### src/rtl/fifo_uart_tx_pkg.sv
// Shared types and helpers for the FIFO-fed UART transmitter and its baud generator.
package fifo_uart_tx_pkg;

  typedef enum logic [2:0] {
    S_IDLE  = 3'd0,
    S_POP   = 3'd1,
    S_LOAD  = 3'd2,
    S_START = 3'd3,
    S_DATA  = 3'd4,
    S_STOP  = 3'd5
  } state_t;

  localparam int DEFAULT_CLKS_PER_BIT = 16;

  // Bits needed to hold values 0..value-1 (minimum 1).
  function automatic int clog2(input int value);
    int r;
    r = 1;
    for (int i = 1; i < 32; i++) begin
      if ((1 << i) < value) r = i + 1;
    end
    return r;
  endfunction

endpackage

### src/rtl/fifo_uart_tx_baud_tick_gen.sv
// Free-running bit-period counter with synchronous clear; o_tick marks the last clk of each bit.
module fifo_uart_tx_baud_tick_gen
  import fifo_uart_tx_pkg::*;
#(
  parameter int CLKS_PER_BIT = DEFAULT_CLKS_PER_BIT
) (
  input  logic clk,
  input  logic rst,
  input  logic i_clear,
  output logic o_tick
);

  localparam int CW = clog2(CLKS_PER_BIT);

  logic [CW-1:0] r_count;

  assign o_tick = !i_clear && (r_count == CW'(CLKS_PER_BIT - 1));

  always_ff @(posedge clk or posedge rst) begin
    if (rst) begin
      r_count <= '0;
    end else if (i_clear || o_tick) begin
      r_count <= '0;
    end else begin
      r_count <= r_count + CW'(1);
    end
  end

endmodule

### src/rtl/fifo_uart_tx.sv
// Pops words from a synchronous FIFO and serialises each one LSB-first as a start/data/stop frame.
module fifo_uart_tx
  import fifo_uart_tx_pkg::*;
#(
  parameter int WIDTH        = 8,
  parameter int CLKS_PER_BIT = DEFAULT_CLKS_PER_BIT,
  parameter int STOP_BITS    = 1
) (
  input  logic             clk,
  input  logic             rst,
  input  logic             tx_enable,
  input  logic             fifo_empty,
  input  logic [WIDTH-1:0] fifo_dout,
  output logic             fifo_rd_en,
  output logic             tx,
  output logic             busy,
  output logic             frame_done,
  output state_t           dbg_state
);

  localparam int IW = clog2(WIDTH + 1);

  state_t           r_state;
  state_t           w_next_state;
  logic [WIDTH-1:0] r_shift;
  logic [WIDTH-1:0] w_shift_next;
  logic [IW-1:0]    r_bit_idx;
  logic [IW-1:0]    w_bit_idx_next;
  logic             r_tx;
  logic             w_tx_next;
  logic             w_tick;
  logic             w_baud_clear;
  logic             w_start_ok;
  logic             w_frame_done;

  // FIFO side: fifo_rd_en is a one-cycle pop strobe, only raised when fifo_empty
  // was low; the popped word is taken from fifo_dout on the following cycle (LOAD).
  assign w_start_ok   = tx_enable && !fifo_empty;
  assign w_baud_clear = (r_state == S_IDLE) || (r_state == S_POP) || (r_state == S_LOAD);

  fifo_uart_tx_baud_tick_gen #(
    .CLKS_PER_BIT (CLKS_PER_BIT)
  ) u_baud (
    .clk     (clk),
    .rst     (rst),
    .i_clear (w_baud_clear),
    .o_tick  (w_tick)
  );

  always_ff @(posedge clk or posedge rst) begin
    if (rst) begin
      r_state   <= S_IDLE;
      r_shift   <= '0;
      r_bit_idx <= '0;
      r_tx      <= 1'b1;
    end else begin
      r_state   <= w_next_state;
      r_shift   <= w_shift_next;
      r_bit_idx <= w_bit_idx_next;
      r_tx      <= w_tx_next;
    end
  end

  always_comb begin
    w_next_state   = r_state;
    w_shift_next   = r_shift;
    w_bit_idx_next = r_bit_idx;
    w_frame_done   = 1'b0;
    w_tx_next      = 1'b1;
    case (r_state)
      S_IDLE: begin
        if (w_start_ok) w_next_state = S_POP;
      end
      S_POP: begin
        w_next_state = S_LOAD;
      end
      S_LOAD: begin
        w_shift_next   = fifo_dout;
        w_bit_idx_next = '0;
        w_next_state   = S_START;
      end
      S_START: begin
        if (w_tick) w_next_state = S_DATA;
      end
      S_DATA: begin
        if (w_tick) begin
          w_shift_next = r_shift >> 1;
          if (r_bit_idx == IW'(WIDTH - 1)) begin
            w_bit_idx_next = '0;
            w_next_state   = S_STOP;
          end else begin
            w_bit_idx_next = r_bit_idx + IW'(1);
          end
        end
      end
      S_STOP: begin
        // The bit index is reused to count stop bits.
        if (w_tick) begin
          if (r_bit_idx == IW'(STOP_BITS - 1)) begin
            w_frame_done   = 1'b1;
            w_bit_idx_next = '0;
            w_next_state   = w_start_ok ? S_POP : S_IDLE;
          end else begin
            w_bit_idx_next = r_bit_idx + IW'(1);
          end
        end
      end
      default: begin
        w_next_state = S_IDLE;
      end
    endcase
    // The line level is derived from the upcoming state so tx leaves a flop aligned with r_state.
    case (w_next_state)
      S_START: w_tx_next = 1'b0;
      S_DATA:  w_tx_next = w_shift_next[0];
      default: w_tx_next = 1'b1;
    endcase
  end

  assign fifo_rd_en = (r_state == S_POP);
  assign busy       = (r_state != S_IDLE);
  assign frame_done = w_frame_done;
  assign tx         = r_tx;
  assign dbg_state  = r_state;

endmodule

### config.mk
export PLATFORM = sky130hd
export DESIGN_NAME = fifo_uart_tx
export DESIGN_NICKNAME = d
export VERILOG_FILES = /design/src/rtl/fifo_uart_tx_pkg.sv /design/src/rtl/fifo_uart_tx_baud_tick_gen.sv /design/src/rtl/fifo_uart_tx.sv
export SDC_FILE = /design/constraint.sdc
export NUM_CORES = 1
export LEC_CHECK = 0
export BUFFER_PORTS_ARGS = -buffer_cell sky130_fd_sc_hd__buf_2
export CAP_MARGIN = 20
export CORE_AREA = 10 10 97 99
export DETAILED_ROUTE_END_ITERATION = 6
export DIE_AREA = 0 0 107 109
export PLACE_DENSITY = 0.71
export SYNTH_ARGS = -nofsm -noshare
export SYNTH_HDL_FRONTEND = slang
export SYNTH_SLANG_ARGS = --single-unit
export TNS_END_PERCENT = 1
### constraint.sdc
create_clock -name clk -period 2.5 [get_ports clk]
set_input_delay 0.5 -clock clk [delete_from_list [all_inputs] [get_ports clk]]
set_output_delay 0.5 -clock clk [all_outputs]
set_load 0.1 [all_outputs]
== Yosys cells after proc, flatten, opt, wreduce, memory -nomap -nowiden ==
Cells that the tools add are included.
Operators by class
  $add $sub $neg: 2
  divide/modulo/power cells: 0
  bitwise operators: 0
  muxes and demuxes: 20
  magnitude comparators: 0
  eq/ne operators: 11
  multiply operators: 0
  shifts and indexed selects: 0
  reductions and logical operators: 14
Operators by type and width (count)
  $mux W32: 5
  $pmux W32 S3: 1
  $add A32 B1 Y32 const B: 2
  $eq A32 B3 Y1 const B: 1
  $eq A32 B4 Y1 const B: 1
  $logic_not A32 Y1: 1
  $mux W3: 6
  $pmux W3 S6: 1
  $pmux W8 S2: 1
  $eq A3 B2 Y1 const B: 3
  $eq A3 B3 Y1 const B: 3
  $mux W8: 1
  $reduce_bool A3 Y1: 2
  $mux W1: 4
  $ne A2 B1 Y1 const B: 2
  $eq A3 B1 Y1 const B: 1
  $logic_not A3 Y1: 1
  $logic_or A1 B1 Y1: 3
  $reduce_and A3 Y1: 1
  $logic_and A1 B1 Y1: 2
  $logic_not A1 Y1: 2
  $pmux W1 S2: 1
  $reduce_and A2 Y1: 1
  $reduce_bool A2 Y1: 1
Word-level totals
  ROM bits: 0
  memory bits (writable): 0
  flip-flop bits (word level): 76
  memories: 0
  word-level logic and storage cells: 53
  output and inout port bits: 7
  bits in latches: 0
  bits of input ports: 12

== Depth between registers and ports, before layout ==
Gate-level depths: netlist of the first run.
  word-level depth: 9
  mapped depth: 9
  mapped depth without buffers: 8

== Cells and area by module ==
Synthesis of the first run repeated with hierarchy kept, for this count alone.
Second synthesis, totals
  cell total of the unflattened synthesis: 455
  area, all modules: 4162.7 um^2
By module, submodules not included
  fifo_uart_tx: sequential area each 1102.3 um^2, area each 2434.8 um^2, cells each 268, times used 1
  fifo_uart_tx_baud_tick_gen: sequential area each 800.8 um^2, area each 1727.9 um^2, cells each 187, times used 1

== Worst setup path after synthesis of the first run ==
OpenSTA, ideal clock, no wires.
  path type: register to output
  from: register r_state[0], in the netlist dbg_state[0]
  to: output fifo_rd_en
  setup slack: -1.501 ns
  buffers on the path: 1
  data arrival time: 3.501 ns
  data required time: 2.000 ns
  stages on the path, launching flop included: 3
  cell sequence: dfrtp_1 clkbuf_1 nor3b_1
Between the ends
  word-level cells in the longest chain between the ends: 1
RTL lines
  from (decl): RTL line fifo_uart_tx.sv:23  | state_t r_state;
  from (signal assigned): RTL line fifo_uart_tx.sv:57  | r_state <= w_next_state;
  $eq A3 B1 Y1: RTL line fifo_uart_tx.sv:120  | assign fifo_rd_en = (r_state == S_POP);
  to (decl): RTL line fifo_uart_tx.sv:14  | output logic fifo_rd_en,
No other way between the ends.

== Worst setup path in the final report of the first run ==
  from: register r_bit_idx[21]
  to: output frame_done
Between the ends
  word-level cells in the longest chain between the ends: 4
RTL lines
  from (decl): RTL line fifo_uart_tx.sv:27  | logic [IW-1:0] r_bit_idx;
  from (signal assigned): RTL line fifo_uart_tx.sv:59  | r_bit_idx <= w_bit_idx_next;
  $logic_not A32 Y1: RTL line fifo_uart_tx.sv:99  | if (r_bit_idx == IW'(STOP_BITS - 1)) begin
  $mux W1: RTL line fifo_uart_tx.sv:99
  $mux W1: RTL line fifo_uart_tx.sv:98  | if (w_tick) begin
  $mux W1: RTL line fifo_uart_tx.sv:70  | case (r_state)
  to (decl): RTL line fifo_uart_tx.sv:17  | output logic frame_done,
No other way between the ends.

==> results of run 1 <==
critical path, delay by kind of cell (launching register included):
kind / cells / cell delay [ns]
flops: 1 / 0.44
simple gates: 5 / 1.07
buf+inv: 1 / 0.19
layout by cell type, fill, tap and decap left out, types with 10 or more instances in the layout:
cell	Yosys	layout
nor2_1	59	56
and3_1	11	10
xor2_1	24	24
buf_2	2	17
xnor2_1	14	14
buf_4	3	35
clkbuf_8	0	13
nand2_1	48	48
o21ai_0	37	32
dfrtp_1	75	67
nand3_1	19	19
nand4_1	25	25
metrics by stage:
step	TNS, ns	power (mW)	worst slack [ns]	util
detailed placement	0	1.318	0.09762	0.5819
finish	-0.05212	2.511	-0.05212	0.6473
global placement	0	1.317	0.1897	0.5819
floorplan	-0.6513	1.293	-0.1551	-
CTS	-0.03538	2.529	-0.03538	0.6408
global route	-0.2435	2.580	-0.1299	0.6473
sequential cells by signal, summed over array words and instances (netlist names):
signal          cells
r_shift             8
u_baud.r_count     32
r_bit_idx          32
dbg_state           3
tx                  1
cell type report:
class,instances,area (sq um),area share
multi-input combinational,338,2126,0.4363
clock buffer,13,178.9,0.03672
timing repair buffer,55,399.1,0.08192
sequential,76,1913,0.3927
tap,102,127.6,0.02619
clock inverter,3,90.09,0.01849
inverter,10,37.54,0.007704
cell usage after synthesis, drive strengths merged (7+ instances only):
library cell and n:
dfrtp 75, nor2 59, nand2 48, o21ai 37, nand4 25, xor2 24, nand3 21, nor4 16
clkbuf 15, xnor2 14, and3 12, inv 10, and2 9, a21oi 8, nor3 8, a22oi 7
o31ai 7
per-layer routing:
layer	wire length, um	GRT usage
met4	170	0.05899
met3	394	0.03304
met2	4552	0.2673
met1	4075	0.2072
met5	0	0
worst max-delay path by stage:
stage / to / cells after the start / slack (ns)
after floorplan: fifo_rd_en / 2 / -0.16
after global placement: frame_done / 6 / 0.19
after detailed placement: r_bit_idx[10] / 7 / 0.1
after CTS: frame_done / 6 / -0.04
after global routing: frame_done / 6 / -0.13
final: frame_done / 6 / -0.05
logic make-up after synthesis:
group / after synthesis / synth area share
DFF: 76 / 0.4687
muxes: 2 / 0.004931
and+or+nand+nor: 222 / 0.2872
AOI/OAI and AO/OA: 73 / 0.1134
buffers and inverters: 31 / 0.03452
adders and majority gates: 3 / 0.009246
xor gates and xnor gates: 38 / 0.08197
what timing repair did:
| action | CTS | global route |
|---|---|---|
| hold buffers | 0 | 0 |
| endpoints found under the setup margin | 1 | 2 |
| pin swaps | 13 | 5 |
| gates resized for setup | 18 | 12 |
| buffers inserted | 14 | 2 |
power breakdown:
group	internal (mW)	total (mW)	switching, mW
Combinational	0.0160	0.0528	0.0368
Clock	0.773	1.22	0.447
Sequential	1.24	1.24	0.00294
==> flow_summary.ini, run 1 <==
[job]
max-cap-violations = 0

[clock_tree]
cts_tree = done
clk_pin_slew_ns = 0.08
cts_buffer_depth = 2
clock_sinks = 76
htree_levels = 3
clk_latency_ns = 0.35
cts_made_buffers = 9
root_buffer = clkbuf_8

[sta]
drv_slew = 0
max_slew_margin = 0.3527
period_share = 1.021
worst_slew_pin_slew_ns = 0.9710
fmax_mhz = 391.8
setup_violations = 1
grt_setup_unrepaired = yes
fin_skew_ns = 0.005662
hold_violations = 0
finalCriticalPeriod_ns = 2.552
setup_ws_ns = -0.05212
whs_ns = 0.2076

[layout]
nFillCells = 629
syn_to_final_growth_pct = 20.00
final_area_sq_um = 4872
n_antenna_cell = 0
drive_gt1_frac = 0.2283
finalNetCount = 505
final_cell_count_no_fill = 597

[placement]
place.gp.congestion = 0.8357
dp.final_hpwl_um = 6266
dp.cells = 565
placed_area_sq_um = 4380
io_buffers = 18

[setup_path]
worstSetupPathType = reg -> out
slowest_stage = dfrtp_1
end_kind = primary output
slowest_delay_ns = 0.44
r2r_start = u_baud.r_count[4]
worstPathCellList = nor3_1 -> nand4_1 -> nor2_2 -> nand4_1 -> nor2_4 -> buf_12
crit_required_ns = 2.00
startpoint_type = flip-flop
path_common_cell = nand4_1
worstPathMaxFanout = 5
r2r_cells = 9
startpoint = r_bit_idx[21]
r2r_end = r_bit_idx[10]
regToRegSetupSlack_ns = 0.10
arrival_ns = 2.05

[global_routing]
grt_antenna_before_repair = 0
grt_pass1_wl_um = 15550
grt_start_max_net_pins = 33
grt_usage = 0.1621
first_global_vias = 3358
overflow = 0

[logic_synthesis]
yosysWarnings = 0
synth.area.top_cells = dfrtp_1 46%, nor2_1 5.5%, xor2_1 5.2%, o21ai_0 4.6%, nand2_1 4.4%
synth_top_area_share = 0.4622
ys.flop_type = dfrtp_1
syn_inst = 445
ys_seq_elements = 76
synth_edf_count = 0
ys_seq_area_frac = 0.4687
syn-num-nets = 460
yosysUniqueCellTypes = 51
avgSynthCellArea_sq_um = 9.124
syn_area_sq_um = 4060
async_reset_ff_frac = 1.000
yosysTopAreaCell = dfrtp_1

[routing]
drt_iter0_markers = 173
drc_errors = 0
vias = 3483
viasPerCell = 5.834
antenna_left = 0
wl_per_cell_um = 15.40
firstDrtPassIters = 5
wirelength_um = 9191

[die]
start_util = 0.5394
row_count = 32
die_area_sq_um = 11660
ios = 19
die_w_um = 107
die_y_um = 109
coreArea_sq_um = 7527

[hold_path]
hold_path_class = in -> async

[pwr]
peakVddDrop_uv = 346.1
p_leak_nw = 2.075
pwr_density_cell_nw_per_um2 = 515.3

[run_status]
status = finished with violations
violations = setup timing
Power figures use the tool's default switching activity.
==> run 2, diff against run 1 <==
Settings changed: ABC_AREA from default to 1, CORE_AREA 10 10 97 99 to 10 10 104 106, DIE_AREA 0 0 107 109 to 0 0 114 116, PLACE_DENSITY 0.71 to 0.7, REMOVE_ABC_BUFFERS from default to 1.
==> run 2 against run 1 <==
Net effect: the flow now finishes without violations; synthesized cell count is 46% higher; worst hold slack better by 0.028 ns; register-to-register slack better by 0.24 ns; design area is 6.6% higher; combinational power is 0.8% higher; via count is 24% higher; clock skew is 0.0046 ns higher.
==> flow_summary.ini, run 2 <==
[run_status]
status = completed

[pwr]
pwr_density_cell_nw_per_um2 = 415.0
power_frac_seq = 0.574
p_leak_nw = 2.174
comb_power_share = 0.025
peakVddDrop_uv = 212.0
p_int_mw = 1.664
clkPwrFrac = 0.401
swShare = 0.2280
p_sw_mw = 0.4912

[setup_path]
worstPathMaxFanout = 5
worstSetupPathType = reg -> out
startpoint_type = flip-flop
end_kind = primary output
r2r_end = r_bit_idx[16]
crit_required_ns = 2.00
r2r_cells = 8
startpoint = r_bit_idx[11]
regToRegSetupSlack_ns = 0.34
arrival_ns = 1.87
r2r_start = r_bit_idx[0]
critPathCapture = frame_done

[global_routing]
grtUsageMet1 = 0.2223
grt_start_max_net_pins = 77
grt_pass1_wl_um = 19620
grtUsageMet3 = 0.02739
grt.busiest_layer = met2
overflow = 0
grt_usage = 0.1801
grt_antenna_before_repair = 0
met2_usage = 0.3064
first_global_vias = 4228

[clock_tree]
cts_tree = done
cts_made_buffers = 9
clk_pin_slew_ns = 0.08
clk_latency_ns = 0.35
htree_levels = 3
cts_buffer_depth = 2
root_buffer = clkbuf_8
clock_sinks = 76

[routing]
wirelength_um = 11340
drt_iter0_markers = 383
wl_per_cell_um = 14.36
vias = 4316
firstDrtPassIters = 5
antenna_left = 0
drc_errors = 0
viasPerCell = 5.463

[job]
max-cap-violations = 0

[logic_synthesis]
synth_top_area_share = 0.3940
yosysWarnings = 0
ys_seq_elements = 76
syn_inst = 650
yosysUniqueCellTypes = 40
synth.top_cells.by_count = 146 x nand2_1, 114 x nor2_1, 77 x inv_1
synth.most_common_cell = nand2_1
synth_edf_count = 0
async_reset_ff_frac = 1.000
ys_seq_area_frac = 0.3995
ys.flop_type = dfrtp_1
synth.area.top_cells = dfrtp_1 39%, nand2_1 12%, nor2_1 9.0%, inv_1 6.1%, xor2_1 4.4%
yosysTopAreaCell = dfrtp_1
avgSynthCellArea_sq_um = 7.328
syn_area_sq_um = 4763

[layout]
top_regs = r_bit_idx (32), u_baud.r_count (32), r_shift (8)
final_common_cell = nand2_1
nFillCells = 814
finalNetCount = 692
n_antenna_cell = 0
post-route-util = 0.5983
layout_common_cells = 146 x nand2_1, 112 x nor2_1, 74 x inv_1, 69 x dfrtp_1, 33 x nand3_1
drive_gt1_frac = 0.1276
syn_to_final_growth_pct = 9.010
final_area_sq_um = 5192

[die]
die_y_um = 116
die_w_um = 114
row_count = 34
ios = 19
coreArea_sq_um = 8678
die_area_sq_um = 13220
start_util = 0.5489

[sta]
finalCriticalPeriod_ns = 2.375
fin_skew_ns = 0.01021
hold_violations = 0
period_share = 0.9498
setup_tns_ns = 0
fmax_mhz = 421.1
worst_slew_pin_slew_ns = 0.5160
setup_violations = 0
max_slew_margin = 0.6547
drv_slew = 0

[placement]
io_buffers = 18
placed_area_sq_um = 4980
place.gp.congestion = 0.9401
dp.final_hpwl_um = 8422

[hold_path]
hold_path_class = in -> async
-- run 2: cell count changes in the layout (fill, tap and decap cells not counted), sizes merged, moves of 9 or more --
cell,change
a21oi,+17
and2,-9
and3,-9
buf,-30
inv,+72
nand2,+103
nand3,+16
nand4,-11
nor2,+64
nor3,+20
nor4,-12
o22ai,+15
xnor2,-12
-- run 2: final cells by class --
type / count / area (sq um) / share of cell area
flip-flops and latches: 76 / 1911 / 0.3680
repair buffers: 25 / 170.2 / 0.03277
inverters: 83 / 311.5 / 0.06000
clock buffers: 14 / 162.7 / 0.03133
multi-input cells: 482 / 2492 / 0.4800
well taps: 108 / 135.1 / 0.02602
clock inverters: 2 / 10.01 / 0.001928
-- run 2: routing by layer --
layer	wire length, um	up-vias
met5	0	-
met4	140	0
met3	466	9
met2	5697	84
met1	5040	2041
li1	-	2182
-- run 2: power groups by stage --
stage	Combinational (mW)	Clock [mW]	Sequential, mW
2_1_floorplan	0.0270	0	1.27
3_3_place_gp	0.0547	0	1.26
3_5_place_dp	0.0557	0	1.26
4_1_cts	0.0557	0.886	1.24
5_1_grt	0.0617	0.937	1.24
6_report	0.0532	0.864	1.24
-- run 2: through the flow --
stage / hold slack (ns) / instances / power, mW / setup WS (ns)
final: 0.2352 / 790 / 2.155 / 0.1254
after global routing: 0.2626 / 790 / 2.237 / -0.03495
after global placement: 0.4447 / 771 / 1.316 / 0.3930
after CTS: 0.2354 / 787 / 2.179 / 0.01221
after floorplan: 0.4329 / 641 / 1.295 / -1.285
after detailed placement: 0.4564 / 771 / 1.317 / 0.3782
-- run 2: cells by family after synthesis --
logic type,Yosys count,share of synthesized area
fa+ha+maj,3,0.007881
flops,76,0.3995
compound gates,92,0.1319
simple gates,361,0.3336
buf+inv,92,0.07933
xor+xnor,26,0.04781
-- run 2: timing repair --
item,CTS,global route
setup buffers,0,3
hold buffers,0,0
resized for setup,0,11
setup endpoints to repair,0,1
-- run 2: worst min-delay path by stage --
stage | end | slack (ns) | depth (start not counted)
final | r_bit_idx[14] | 0.24 | 3
after global routing | r_bit_idx[14] | 0.26 | 3
after CTS | r_bit_idx[31] | 0.24 | 3
after floorplan | u_baud.r_count[0] | 0.43 | 1
after global placement | u_baud.r_count[0] | 0.44 | 1
after detailed placement | u_baud.r_count[0] | 0.46 | 1
-- run 2: critical path, cell delays in order (launching register included) --
cell     delay, ns
dfrtp_1       0.45
nor2_1        0.13
nand2_1       0.08
nor2_2        0.17
nand2_1       0.11
nor2_4        0.14
nand4_1       0.17
inv_2         0.11
buf_12        0.17
==> run 3, diff against run 2 <==
==> constraint.sdc (replaced) <==
create_clock -name clk -period 2.5 [get_ports clk]
set_input_delay 0.375 -clock clk [delete_from_list [all_inputs] [get_ports clk]]
set_output_delay 0.375 -clock clk [all_outputs]
set_load 0.1 [all_outputs]
==> run 3 against run 2 <==
Net effect: routed wire length up 3.0%; combinational power up 2%; register-to-register slack better by 0.04 ns; core utilization down 0.087 points; worst setup slack better by 0.052 ns; global-route usage up 0.42 points; largest power group unchanged.
==> flow_summary.ini, run 3 (synthesized netlist as in run 2, its figures left out) <==
[global_routing]
grt_start_max_net_pins = 77
overflow = 0
grt_pass1_wl_um = 20140
grt_usage = 0.1843
first_global_vias = 4283
grt_antenna_before_repair = 0

[placement]
dp.cells = 773
io_buffers = 18
place.gp.congestion = 0.9083
dp.final_hpwl_um = 8536
place_ws_ns = 0.3889
placed_area_sq_um = 4995

[die]
start_util = 0.5489
die_y_um = 116
die_area_sq_um = 13220
ios = 19
coreArea_sq_um = 8678
row_count = 34
die_w_um = 114

[layout]
n_antenna_cell = 0
nFillCells = 816
top_regs = r_bit_idx (32), u_baud.r_count (32), r_shift (8)
finalNetCount = 691
drive_gt1_frac = 0.1160
final_area_sq_um = 5185
final_cell_count_no_fill = 789
layout_common_cells = 146 x nand2_1, 112 x nor2_1, 76 x inv_1, 75 x dfrtp_1, 33 x nand3_1
syn_to_final_growth_pct = 8.852
final_common_cell = nand2_1

[routing]
met1Wirelength_um = 5141
wl_met3_um = 482
viasPerCell = 5.466
drt_iter0_markers = 352
wl_per_cell_um = 14.81
met2WireLength_um = 5710
firstDrtPassIters = 5
wirelength_um = 11690
antenna_left = 0
drc_errors = 0
maxUsedRoutingLayer = met4
vias = 4313

[clock_tree]
root_buffer = clkbuf_8
clock_sinks = 76
cts_tree = done
cts_made_buffers = 9
clk_pin_slew_ns = 0.08
cts_setup_buffers = 0
cts_buffer_depth = 2
clk_latency_ns = 0.36
htree_levels = 3

[sta]
fin_skew_ns = 0.009376
worst_slew_pin_slew_ns = 0.4919
period_share = 0.9291
setup_ws_ns = 0.1773
hold_violations = 0
drv_slew = 0
finalCriticalPeriod_ns = 2.323
setup_violations = 0
whs_ns = 0.04521
max_slew_margin = 0.6743
fmax_mhz = 430.5
grt_setup_unrepaired = no

[pwr]
p_leak_nw = 2.191
peakVddDrop_uv = 358.3
p_total_mw = 2.223
pwr_density_cell_nw_per_um2 = 428.7

[job]
max-cap-violations = 0

[setup_path]
end_kind = primary output
worstSetupPathType = reg -> out
startpoint_type = flip-flop
crit_required_ns = 2.12
arrival_ns = 1.95
worstPathMaxFanout = 5

[hold_path]
hold_path_class = in -> async

[run_status]
status = completed
run 3: worst paths after layout:
path	startpoint	slack, ns	cells past startpoint	endpoint
hold / removal	rst	0.05	3	r_bit_idx[7]
min in group clk	fifo_dout[7]	0.22	3	r_shift[7]
setup reg to reg	u_baud.r_count[0]	0.38	9	r_bit_idx[18]
setup / recovery	u_baud.r_count[0]	0.18	8	frame_done
max in group asynchronous	rst	2.04	3	tx
hold reg to reg	u_baud.r_count[0]	0.47	1	u_baud.r_count[0]
run 3: cell type report:
cell class / instances / area [sq um] / share of cell area
clock buffers: 11 / 131.4 / 0.02534
clock inverters: 5 / 53.80 / 0.01038
inverters: 83 / 311.5 / 0.06009
multi-input cells: 482 / 2487 / 0.4797
flip-flops and latches: 76 / 1903 / 0.3670
well taps: 108 / 135.1 / 0.02606
repair buffers: 24 / 162.7 / 0.03137
run 3: worst max-delay path, cell delays in order, from the launching register on:
cell	delay [ns]
dfrtp_1	0.37
ha_1	0.21
nand3_2	0.13
nor2_1	0.12
nand2_1	0.09
nor2_4	0.17
nand4_1	0.18
inv_1	0.14
buf_12	0.18
run 3: where the power goes:
group          switching [mW]  internal, mW
clock network           0.473         0.459
registers             0.00174          1.24
logic                  0.0395        0.0146
run 3: per-stage QoR:
| step | TNS (ns) | utilization |
|---|---|---|
| floorplan | -3.804 | - |
| global placement | 0 | 0.5755 |
| detailed placement | 0 | 0.5755 |
| CTS | 0 | 0.5969 |
| global route | 0 | 0.5975 |
| finish | 0 | 0.5975 |
run 3: routing by layer:
layer / vias to the layer above / track usage
met5: - / 0
met4: 0 / 0.09357
met3: 29 / 0.02739
met2: 105 / 0.3007
met1: 2000 / 0.2333
li1: 2179 / -
run 3: repair_timing:
| action | 4_1_cts | 5_1_grt |
|---|---|---|
| gates resized for setup | 0 | 2 |
| hold buffers | 0 | 0 |
| hold endpoints to repair | 0 | 0 |
| setup endpoints to repair | 0 | 1 |
